`config.mk`:
```
export PLATFORM = sky130hd
export DESIGN_NAME = exec_sequencer_flat
export DESIGN_NICKNAME = d
export VERILOG_FILES = /design/src/rtl/exec_sequencer_pkg.sv /design/src/rtl/exec_sequencer_if.sv /design/src/rtl/exec_sequencer_opcode_classifier.sv /design/src/rtl/exec_sequencer.sv /design/src/flat_wrapper.sv
export SDC_FILE = /design/constraint.sdc
export NUM_CORES = 1
export LEC_CHECK = 0
export CORE_MARGIN = 3
export CORE_UTILIZATION = 40
export CTS_CLUSTER_SIZE = 28
export DETAILED_ROUTE_END_ITERATION = 8
export PLACE_DENSITY_LB_ADDON = 0.12
export SETUP_SLACK_MARGIN = 0.5
export SLEW_MARGIN = 10
export SYNTH_ARGS = -nofsm -noshare
export SYNTH_HDL_FRONTEND = slang
export SYNTH_SLANG_ARGS = --single-unit
export TNS_END_PERCENT = 50
```
`constraint.sdc`:
```
create_clock -name clk -period 1.8 [get_ports clk]
set_input_delay 0.27 -clock clk [delete_from_list [all_inputs] [get_ports clk]]
set_output_delay 0.27 -clock clk [all_outputs]
set_load 0.01 [all_outputs]
```
`src/rtl/exec_sequencer_pkg.sv`:
```
// Shared definitions for the vr16 instruction sequencer: opcodes, FSM state
// encoding, opcode class record and the jump-target helper.
package vr16_pkg;

    localparam int ADDR_WIDTH_DEFAULT = 16;

    localparam logic [3:0] OP_NOP  = 4'h0;
    localparam logic [3:0] OP_ADD  = 4'h1;
    localparam logic [3:0] OP_SUB  = 4'h2;
    localparam logic [3:0] OP_AND  = 4'h3;
    localparam logic [3:0] OP_OR   = 4'h4;
    localparam logic [3:0] OP_XOR  = 4'h5;
    localparam logic [3:0] OP_LDI  = 4'h6;
    localparam logic [3:0] OP_LD   = 4'h7;
    localparam logic [3:0] OP_ST   = 4'h8;
    localparam logic [3:0] OP_MUL  = 4'h9;
    localparam logic [3:0] OP_JMP  = 4'hA;
    localparam logic [3:0] OP_JZ   = 4'hB;
    localparam logic [3:0] OP_RET  = 4'hD;
    localparam logic [3:0] OP_HALT = 4'hF;

    localparam logic [2:0] ST_IDLE   = 3'd0;
    localparam logic [2:0] ST_FETCH  = 3'd1;
    localparam logic [2:0] ST_DECODE = 3'd2;
    localparam logic [2:0] ST_EXEC   = 3'd3;
    localparam logic [2:0] ST_WB     = 3'd4;
    localparam logic [2:0] ST_DONE   = 3'd5;
    localparam logic [2:0] ST_HALTED = 3'd6;

    typedef struct packed {
        logic is_alu;
        logic is_mul;
        logic is_mem_rd;
        logic is_mem_wr;
        logic is_jump;
        logic is_cond;
        logic is_ret;
        logic is_halt;
        logic writes_reg;
    } op_class_t;

    function automatic logic [7:0] jump_target(input logic [3:0] hi, input logic [3:0] lo);
        return {hi, lo};
    endfunction

endpackage

```
`src/rtl/exec_sequencer_if.sv`:
```
// Handshake and control bundle between control_signal/decoder (master side)
// and the execution sequencer (slave side).
interface exec_sequencer_if #(
    parameter int ADDR_WIDTH = vr16_pkg::ADDR_WIDTH_DEFAULT
);
    logic                  ins_count;
    logic [3:0]            opcode;
    logic [3:0]            reg_a;
    logic [3:0]            reg_b;
    logic                  zero_flag;

    logic                  imem_enable;
    logic                  decode_enable;
    logic                  alu_enable;
    logic                  mem_read;
    logic                  mem_write;
    logic                  reg_write;
    logic                  jump_enable;
    logic [ADDR_WIDTH-1:0] jump_address;
    logic                  return_enable;
    logic                  ins_done;
    logic                  busy;
    logic                  halted;
    logic                  overrun;

    modport master (
        output ins_count, opcode, reg_a, reg_b, zero_flag,
        input  imem_enable, decode_enable, alu_enable, mem_read, mem_write,
               reg_write, jump_enable, jump_address, return_enable,
               ins_done, busy, halted, overrun
    );

    modport slave (
        input  ins_count, opcode, reg_a, reg_b, zero_flag,
        output imem_enable, decode_enable, alu_enable, mem_read, mem_write,
               reg_write, jump_enable, jump_address, return_enable,
               ins_done, busy, halted, overrun
    );
endinterface

```
`src/rtl/exec_sequencer_opcode_classifier.sv`:
```
// Combinational opcode-to-class map; reusable by the instruction decoder.
// Unlisted opcodes (0xC, 0xE) classify as NOP.
module opcode_classifier
    import vr16_pkg::*;
(
    input  logic [3:0] opcode,
    output op_class_t  cls
);

    always_comb begin
        cls = '0;
        case (opcode)
            OP_ADD, OP_SUB, OP_AND, OP_OR, OP_XOR: begin
                cls.is_alu     = 1'b1;
                cls.writes_reg = 1'b1;
            end
            OP_LDI: cls.writes_reg = 1'b1;
            OP_LD: begin
                cls.is_mem_rd  = 1'b1;
                cls.writes_reg = 1'b1;
            end
            OP_ST:  cls.is_mem_wr = 1'b1;
            OP_MUL: begin
                cls.is_alu     = 1'b1;
                cls.is_mul     = 1'b1;
                cls.writes_reg = 1'b1;
            end
            OP_JMP: cls.is_jump = 1'b1;
            OP_JZ: begin
                cls.is_jump = 1'b1;
                cls.is_cond = 1'b1;
            end
            OP_RET:  cls.is_ret  = 1'b1;
            OP_HALT: cls.is_halt = 1'b1;
            default: cls = '0;
        endcase
    end

endmodule

```
`src/rtl/exec_sequencer.sv`:
```
// Instruction sequencer: walks each ins_count request through
// FETCH/DECODE/EXEC/WB, then answers with a one-cycle ins_done.
module exec_sequencer
    import vr16_pkg::*;
#(
    parameter int MUL_CYCLES = 4,
    parameter int ADDR_WIDTH = ADDR_WIDTH_DEFAULT
) (
    input  logic          clk,
    input  logic          reset,
    exec_sequencer_if.slave bus
);

    localparam logic [3:0] MUL_LOAD = 4'(MUL_CYCLES - 1);

    logic [2:0] state_q, state_d;
    logic [3:0] cnt_q, cnt_d;
    logic [3:0] opcode_q, opcode_d;
    logic       overrun_q, overrun_d;

    op_class_t  cls;

    opcode_classifier u_classifier (
        .opcode (opcode_q),
        .cls    (cls)
    );

    always_comb begin
        state_d   = state_q;
        cnt_d     = cnt_q;
        opcode_d  = opcode_q;
        // Any request outside IDLE (including DONE and HALTED) is dropped but remembered.
        overrun_d = overrun_q | (bus.ins_count & (state_q != ST_IDLE));
        case (state_q)
            ST_IDLE:   if (bus.ins_count) state_d = ST_FETCH;
            ST_FETCH:  state_d = ST_DECODE;
            ST_DECODE: begin
                state_d  = ST_EXEC;
                opcode_d = bus.opcode;
                cnt_d    = MUL_LOAD;
            end
            ST_EXEC: begin
                if (cls.is_mul && (cnt_q != 4'd0)) begin
                    cnt_d = cnt_q - 4'd1;
                end else if (cls.is_halt) begin
                    state_d = ST_HALTED;
                end else begin
                    state_d = ST_WB;
                end
            end
            ST_WB:     state_d = ST_DONE;
            ST_DONE:   state_d = ST_IDLE;
            ST_HALTED: state_d = ST_HALTED;
            default:   state_d = ST_IDLE;
        endcase
    end

    always_ff @(posedge clk) begin
        if (reset) begin
            state_q   <= ST_IDLE;
            cnt_q     <= 4'd0;
            opcode_q  <= OP_NOP;
            overrun_q <= 1'b0;
        end else begin
            state_q   <= state_d;
            cnt_q     <= cnt_d;
            opcode_q  <= opcode_d;
            overrun_q <= overrun_d;
        end
    end

    logic                  in_exec;
    logic                  jump_fire;
    logic [7:0]            target;
    logic [ADDR_WIDTH-1:0] jump_addr;

    assign in_exec   = (state_q == ST_EXEC);
    // JZ is the only output that also looks at a live input (zero_flag).
    assign jump_fire = in_exec & cls.is_jump & (~cls.is_cond | bus.zero_flag);
    assign target    = jump_target(bus.reg_a, bus.reg_b);

    for (genvar gi = 0; gi < ADDR_WIDTH; gi++) begin : g_jump_addr
        if (gi < 8) begin : g_low
            assign jump_addr[gi] = jump_fire & target[gi];
        end else begin : g_high
            assign jump_addr[gi] = 1'b0;
        end
    end

    assign bus.imem_enable   = (state_q == ST_FETCH);
    assign bus.decode_enable = (state_q == ST_DECODE);
    assign bus.alu_enable    = in_exec & cls.is_alu;
    assign bus.mem_read      = in_exec & cls.is_mem_rd;
    assign bus.mem_write     = in_exec & cls.is_mem_wr;
    assign bus.reg_write     = (state_q == ST_WB) & cls.writes_reg;
    assign bus.jump_enable   = jump_fire;
    assign bus.jump_address  = jump_addr;
    assign bus.return_enable = in_exec & cls.is_ret;
    assign bus.ins_done      = (state_q == ST_DONE);
    assign bus.busy          = (state_q != ST_IDLE) && (state_q != ST_HALTED);
    assign bus.halted        = (state_q == ST_HALTED);
    assign bus.overrun       = overrun_q;

endmodule

```
`src/flat_wrapper.sv`:
```
// flat-port wrapper written by rule: the top's interface ports become plain ports
module exec_sequencer_flat import vr16_pkg::*;
#(
    parameter int MUL_CYCLES = 4,
    parameter int ADDR_WIDTH = ADDR_WIDTH_DEFAULT
)
  (clk, reset, bus_ins_count, bus_opcode, bus_reg_a, bus_reg_b, bus_zero_flag, bus_imem_enable, bus_decode_enable, bus_alu_enable, bus_mem_read, bus_mem_write, bus_reg_write, bus_jump_enable, bus_jump_address, bus_return_enable, bus_ins_done, bus_busy, bus_halted, bus_overrun);
  exec_sequencer_if #(.ADDR_WIDTH(ADDR_WIDTH)) bus_i ();
  input  logic clk;
  input  logic reset;
  input wire logic [$bits(bus_i.ins_count)-1:0] bus_ins_count;
  input wire logic [$bits(bus_i.opcode)-1:0] bus_opcode;
  input wire logic [$bits(bus_i.reg_a)-1:0] bus_reg_a;
  input wire logic [$bits(bus_i.reg_b)-1:0] bus_reg_b;
  input wire logic [$bits(bus_i.zero_flag)-1:0] bus_zero_flag;
  output wire logic [$bits(bus_i.imem_enable)-1:0] bus_imem_enable;
  output wire logic [$bits(bus_i.decode_enable)-1:0] bus_decode_enable;
  output wire logic [$bits(bus_i.alu_enable)-1:0] bus_alu_enable;
  output wire logic [$bits(bus_i.mem_read)-1:0] bus_mem_read;
  output wire logic [$bits(bus_i.mem_write)-1:0] bus_mem_write;
  output wire logic [$bits(bus_i.reg_write)-1:0] bus_reg_write;
  output wire logic [$bits(bus_i.jump_enable)-1:0] bus_jump_enable;
  output wire logic [$bits(bus_i.jump_address)-1:0] bus_jump_address;
  output wire logic [$bits(bus_i.return_enable)-1:0] bus_return_enable;
  output wire logic [$bits(bus_i.ins_done)-1:0] bus_ins_done;
  output wire logic [$bits(bus_i.busy)-1:0] bus_busy;
  output wire logic [$bits(bus_i.halted)-1:0] bus_halted;
  output wire logic [$bits(bus_i.overrun)-1:0] bus_overrun;
  assign bus_i.ins_count = bus_ins_count;
  assign bus_i.opcode = bus_opcode;
  assign bus_i.reg_a = bus_reg_a;
  assign bus_i.reg_b = bus_reg_b;
  assign bus_i.zero_flag = bus_zero_flag;
  assign bus_imem_enable = bus_i.imem_enable;
  assign bus_decode_enable = bus_i.decode_enable;
  assign bus_alu_enable = bus_i.alu_enable;
  assign bus_mem_read = bus_i.mem_read;
  assign bus_mem_write = bus_i.mem_write;
  assign bus_reg_write = bus_i.reg_write;
  assign bus_jump_enable = bus_i.jump_enable;
  assign bus_jump_address = bus_i.jump_address;
  assign bus_return_enable = bus_i.return_enable;
  assign bus_ins_done = bus_i.ins_done;
  assign bus_busy = bus_i.busy;
  assign bus_halted = bus_i.halted;
  assign bus_overrun = bus_i.overrun;
  exec_sequencer #(.MUL_CYCLES(MUL_CYCLES), .ADDR_WIDTH(ADDR_WIDTH)) u_core (.clk(clk), .reset(reset), .bus(bus_i));
endmodule
```
### Word level (Yosys, flattened, before mapping)

Index checks and enable logic that the tools add are counted.

* register bits: 12
* ROM bits: 0
* bits in writable memories: 0
* latch bits: 0
* logic and storage cells: 73
* memories: 0

* muxes and demuxes: 15
* reductions and logical operators: 11
* equality and inequality tests: 23
* shift-type cells: 0
* multiply operators: 0
* add/sub/neg operators: 1
* bitwise gates (word level): 19
* divide/modulo/power cells: 0
* $lt $le $gt $ge: 0

Operator list (count)
* $eq A4 B4 Y1 const B: 6
* $pmux W3 S6: 1
* $and A1 B1 Y1: 16
* $eq A4 B3 Y1 const B: 4
* $eq A3 B3 Y1 const B: 3
* $mux W1: 9
* $eq A4 B2 Y1 const B: 2
* $pmux W4 S2: 1
* $reduce_or A8 Y1: 1
* $eq A3 B2 Y1 const B: 2
* $mux W3: 2
* $ne A2 B2 Y1 const B: 3
* $reduce_or A6 Y1: 1
* $eq A4 B1 Y1 const B: 1
* $mux W4: 1
* $reduce_and A2 Y1: 2
* $reduce_bool A4 Y1: 1
* $sub A4 B1 Y4 const B: 1
* $eq A3 B1 Y1 const B: 1
* $logic_not A3 Y1: 1
* $ne A3 B3 Y1 const B: 1
* $reduce_bool A3 Y1: 1
* $logic_and A1 B1 Y1: 2
* $mux W2: 1
* other kinds (4): 5

### Depth between registers and ports, before layout

Gate-level depths: netlist of the first run.

* depth in word-level cells: 6
* gate-level depth with buffers: 6
* depth with buffers taken out: 5

### By module

A second synthesis of the first run with hierarchy kept.

* cell total of the unflattened synthesis: 114
* area, all modules: 877.1 µm²

By module, submodules not included
* exec_sequencer: area an instance 783.3 µm², cells each 96, instances 1
* opcode_classifier: area an instance 93.8 µm², cells each 18, instances 1

### Worst setup path before layout of the first run

Ideal clock, no wire load.

* path kind: register to output
* start point: reg u_core.state_q[2]
* end point: out bus_jump_address[0]
* arrival: 1.251 ns
* path buffers: 1
* stages on the path, launching flop included: 5
* setup slack: 0.279 ns
* path through: dfxtp_1 -> buf_2 -> nand4b_1 -> nor3_4 -> and2_1

* longest elaborated chain between the ends: 4

RTL lines
* start, declared: line exec_sequencer.sv:16 `logic [2:0] state_q, state_d;`
* start signal, assigned: line exec_sequencer.sv:65 `state_q <= state_d;`
* $eq A3 B2 Y1: line exec_sequencer.sv:77 `assign in_exec = (state_q == ST_EXEC);`
* $and A1 B1 Y1 (2 in series): line exec_sequencer.sv:79 `assign jump_fire = in_exec & cls.is_jump & (~cls.is_cond | bus.zero_flag);`
* net bus_jump_enable: line flat_wrapper.sv:22 `output wire logic [$bits(bus_i.jump_enable)-1:0] bus_jump_enable;`
* $and A1 B1 Y1: line exec_sequencer.sv:84 `assign jump_addr[gi] = jump_fire & target[gi];`
* end, declared: line flat_wrapper.sv:23 `output wire logic [$bits(bus_i.jump_address)-1:0] bus_jump_address;`

The timed path passes the listed nets, and every way through them passes these cells.

### Worst setup path in the final report of the first run

* start point: reg u_core.state_q[2]
* end point: out bus_jump_address[7]

* longest elaborated chain between the ends: 4

RTL lines (line)
* $eq A3 B2 Y1: exec_sequencer.sv:77
* $and A1 B1 Y1 (2 in series): exec_sequencer.sv:79
* $and A1 B1 Y1: exec_sequencer.sv:84

Every way passes these cells.

==> results summary, run 1 <==
The number of DRC markers in iteration 0 came out at 14. The effective utilization at floorplan came out at 44.2%. STA classifies the critical path startpoint as a flip-flop. The clock-pin slew on the worst setup and hold paths came out at 0.07 ns. The area share of the largest cell type after synthesis came out at 26.6%.

The fill cell instance count of the final layout came out at 168. The leakage component of the power came out at 0.667 nW. The count of maximum capacitance violations came out at 0. 0 antenna diodes ended up in the layout. The critical path starts at u_core.state_q[2].

Measured along the x axis, the die boundary spans 53.5 um. Setup repair after global routing could not meet its margin everywhere. The antenna violation net count after detailed routing is 0. The run finished with clean final reports. The switching power share of the total came out at 25.9%. The share of flip-flops with an asynchronous set or reset is 0%. Clock tree synthesis inserted a total of 3 buffers. The number of synthesis warnings is 0. The final hold violation count is 0.

The count of unique library cells instantiated by Yosys came out at 39. The overall routed net length is 2.66 mm. The final HPWL from detailed placement is 1.80 mm. In this run the critical register-to-register path is launched from u_core.state_q[2].

The final setup TNS is 0 ns. By area the synthesized netlist is led by dfxtp_1, buf_4, mux2i_1. The critical path data arrival time came out at 1.46 ns. The number of H-tree branching levels is 1. The min-delay analysis places its worst path in the category flip-flop to flip-flop.

The clock network burns 27.7% of the power. The cell count after placement came out at 171. Routability-driven placement finished with a final weighted congestion of 0.740. The initial antenna violation count came out at 0.

The cell sitting at the root of the clock tree is a clkbuf_4. In this run, synthesis produced a sequential element count of 12. Synthesis produced a netlist whose cell count is 108. The internal power contribution is 428 uW. The region available for standard cell placement spans 2040 sq um. The commonest cells after synthesis are dfxtp_1, buf_4, nor2_1. The via count of the first global-routing pass was 924. The cell taking the most area after synthesis is dfxtp_1. The final critical-path share of the clock period came out at 96.0%. The number of clock sinks came out at 12.

The net switching power of the design is 149 uW. The later-pin clock latency in the skew report came out at 0.27 ns. The combinational cell fraction of total power is 24.1%. The maximum number of pins on one net before global-route repair is 13.

For this run, the leading register cell type out of synthesis is dfxtp_1. The sum of overflow across all layers after global routing came out at 0. The count of flip-flops with a built-in enable after synthesis came out at 0. The sequential share of the synthesized area is 26.6%. The data required time of the worst path is 1.53 ns. In this run the most critical hold path is launched from u_core.cnt_q[3]. The achievable clock frequency came out at 579 MHz. The worst setup path category is flip-flop to output port.

The net count of the finished layout is 183. The worst setup path is captured at an output port. The area growth from synthesis to layout came out at 66.9%. The overall die area is 2860 sq um.

The final routed wire length divided by cell count is 14.0 um. The filler-free cell count of the finished design is 190. The count of vias placed by the detailed router is 979. The power per standard cell area is 383 nW/um^2.

From bottom edge to top edge, the die measures 53.5 um. The mean post-synth cell area is 8.35 sq um. Yosys instantiated no cell more often than dfxtp_1. The time the worst path needs with I/O delays and setup came out at 1.73 ns. The worst-case clock buffer depth is 2. The first TritonRoute pass finished after 4 iterations. The port buffer count came out at 35. The total number of placement rows came out at 16.

The mapped netlist covers 902 sq um. The worst clock skew on the final layout is 0.00179 ns. The highest ir drop seen on vdd came out at 0.438 mV. Hold repair after CTS inserted 0 buffers.

The first-pass GRT wire length came out at 4.11 mm. The DRC violation count after routing is 0. In the routed layout, each cell is associated on average with a via count of 5.15. Setup violations remaining at the end of the flow were counted as 0. The largest driver fanout on the critical path is 4. In this run the count of I/O pins placed on the die edge is 44.

The final-report max-slew violation count came out at 0. The sequential share of power is 48.2%. The post-route netlist has 49.1% of its cells at a drive strength greater than 1. Global routing used 19.6% of the available tracks across all layers. The TritonCTS clock tree is yes.
## worst max-delay path, cell delays in order, from the launching register on
cell	delay [ns]
dfxtp_2	0.32
nand4b_1	0.19
buf_6	0.16
buf_6	0.11
nor3_4	0.14
and2_1	0.14
buf_2	0.12
## timing repair
| action | 4_1_cts | 5_1_grt |
|---|---|---|
| gates cloned | 2 | 0 |
| pin swaps | 13 | 7 |
| gates resized for setup | 90 | 37 |
| buffers inserted | 9 | 5 |
| setup endpoints to repair | 31 | 32 |
## stage by stage
step / worst slack, ns / util, % / total power, mW / cell area (sq um) / hold WS, ns
2_1_floorplan: 0.313 / - / 0.356 / 938 / 0.411
3_3_place_gp: -0.194 / 62.3 / 0.396 / 1270 / 0.452
3_5_place_dp: -0.259 / 62.3 / 0.399 / 1270 / 0.474
4_1_cts: 0.0528 / 67.8 / 0.568 / 1390 / 0.490
5_1_grt: 0.0115 / 73.7 / 0.610 / 1510 / 0.540
6_report: 0.0720 / 73.7 / 0.577 / 1510 / 0.493
## cells in the final DEF (no fill, tap or decap), drive strengths merged, types with 2 or more instances in the layout
cell type | Yosys | routed
or3 | 4 | 4
nor2b | 2 | 2
nand2 | 2 | 2
a211oi | 4 | 4
o21ai | 2 | 2
a311oi | 2 | 2
nand3 | 2 | 2
buf | 15 | 42
nor3 | 5 | 6
conb | 1 | 8
clkbuf | 1 | 4
mux2i | 6 | 6
nand4 | 2 | 2
or3b | 2 | 2
and2 | 8 | 8
ha | 2 | 2
inv | 5 | 5
clkdlybuf4s50 | 0 | 16
o21a | 2 | 2
and3 | 3 | 3
nor2 | 11 | 11
dfxtp | 12 | 12
nand2b | 4 | 4
## logic make-up after synthesis
group           Yosys count  synth area share [%]
simple gates             50                  35.0
buf+inv                  21                  15.3
compound gates           15                  12.3
flops                    12                  26.6
mux                       6                  6.66
fa+ha+maj                 2                  2.77
other cells               1                 0.416
xor+xnor                  1                 0.971
## sequential cells by signal, summed over array words and instances (netlist names)
| name | cells |
|---|---|
| u_core.bus.overrun | 1 |
| u_core.cnt_q | 4 |
| u_core.opcode_q | 4 |
| u_core.state_q | 3 |
## path summary, 6_finish.rpt
path	cells after the start	slack [ns]	endpoint
max	6	0.07	bus_jump_address[7]
max reg2reg	7	0.26	u_core.opcode_q[1]
min	2	0.49	u_core.cnt_q[3]
min reg2reg	2	0.49	u_core.cnt_q[3]
## power groups by stage
stage / Sequential [mW] / Combinational, mW / Clock (mW)
3_5_place_dp: 0.284 / 0.115 / 0
3_3_place_gp: 0.283 / 0.113 / 0
5_1_grt: 0.279 / 0.151 / 0.180
6_report: 0.278 / 0.139 / 0.160
2_1_floorplan: 0.283 / 0.0727 / 0
4_1_cts: 0.279 / 0.122 / 0.168
## layout make-up
type | count | area [sq um] | area share, %
flip-flops and latches | 12 | 253 | 16.8
repair buffers | 60 | 520 | 34.6
clock buffers | 3 | 22.5 | 1.50
multi-input cells | 83 | 652 | 43.3
inverters | 5 | 23.8 | 1.58
well taps | 27 | 33.8 | 2.24
## per-layer routing
layer / global-route usage [%] / part of all wire, % / up-vias / routed length [um]
met5: 0 / 0 / - / 0
met1: 22.6 / 42 / 461 / 1100
met4: 4.68 / 2.1 / 0 / 56
met2: 34.9 / 50 / 31 / 1340
li1: - / - / 481 / -
met3: 5.63 / 5.9 / 6 / 157
No activity file was read; power rests on OpenSTA's default activity.
==> run 2: changes to the inputs <==
- CTS_CLUSTER_SIZE: 28 -> default
==> results of run 2 <==
Final layout, timing and power as in run 1 (identical DEF).
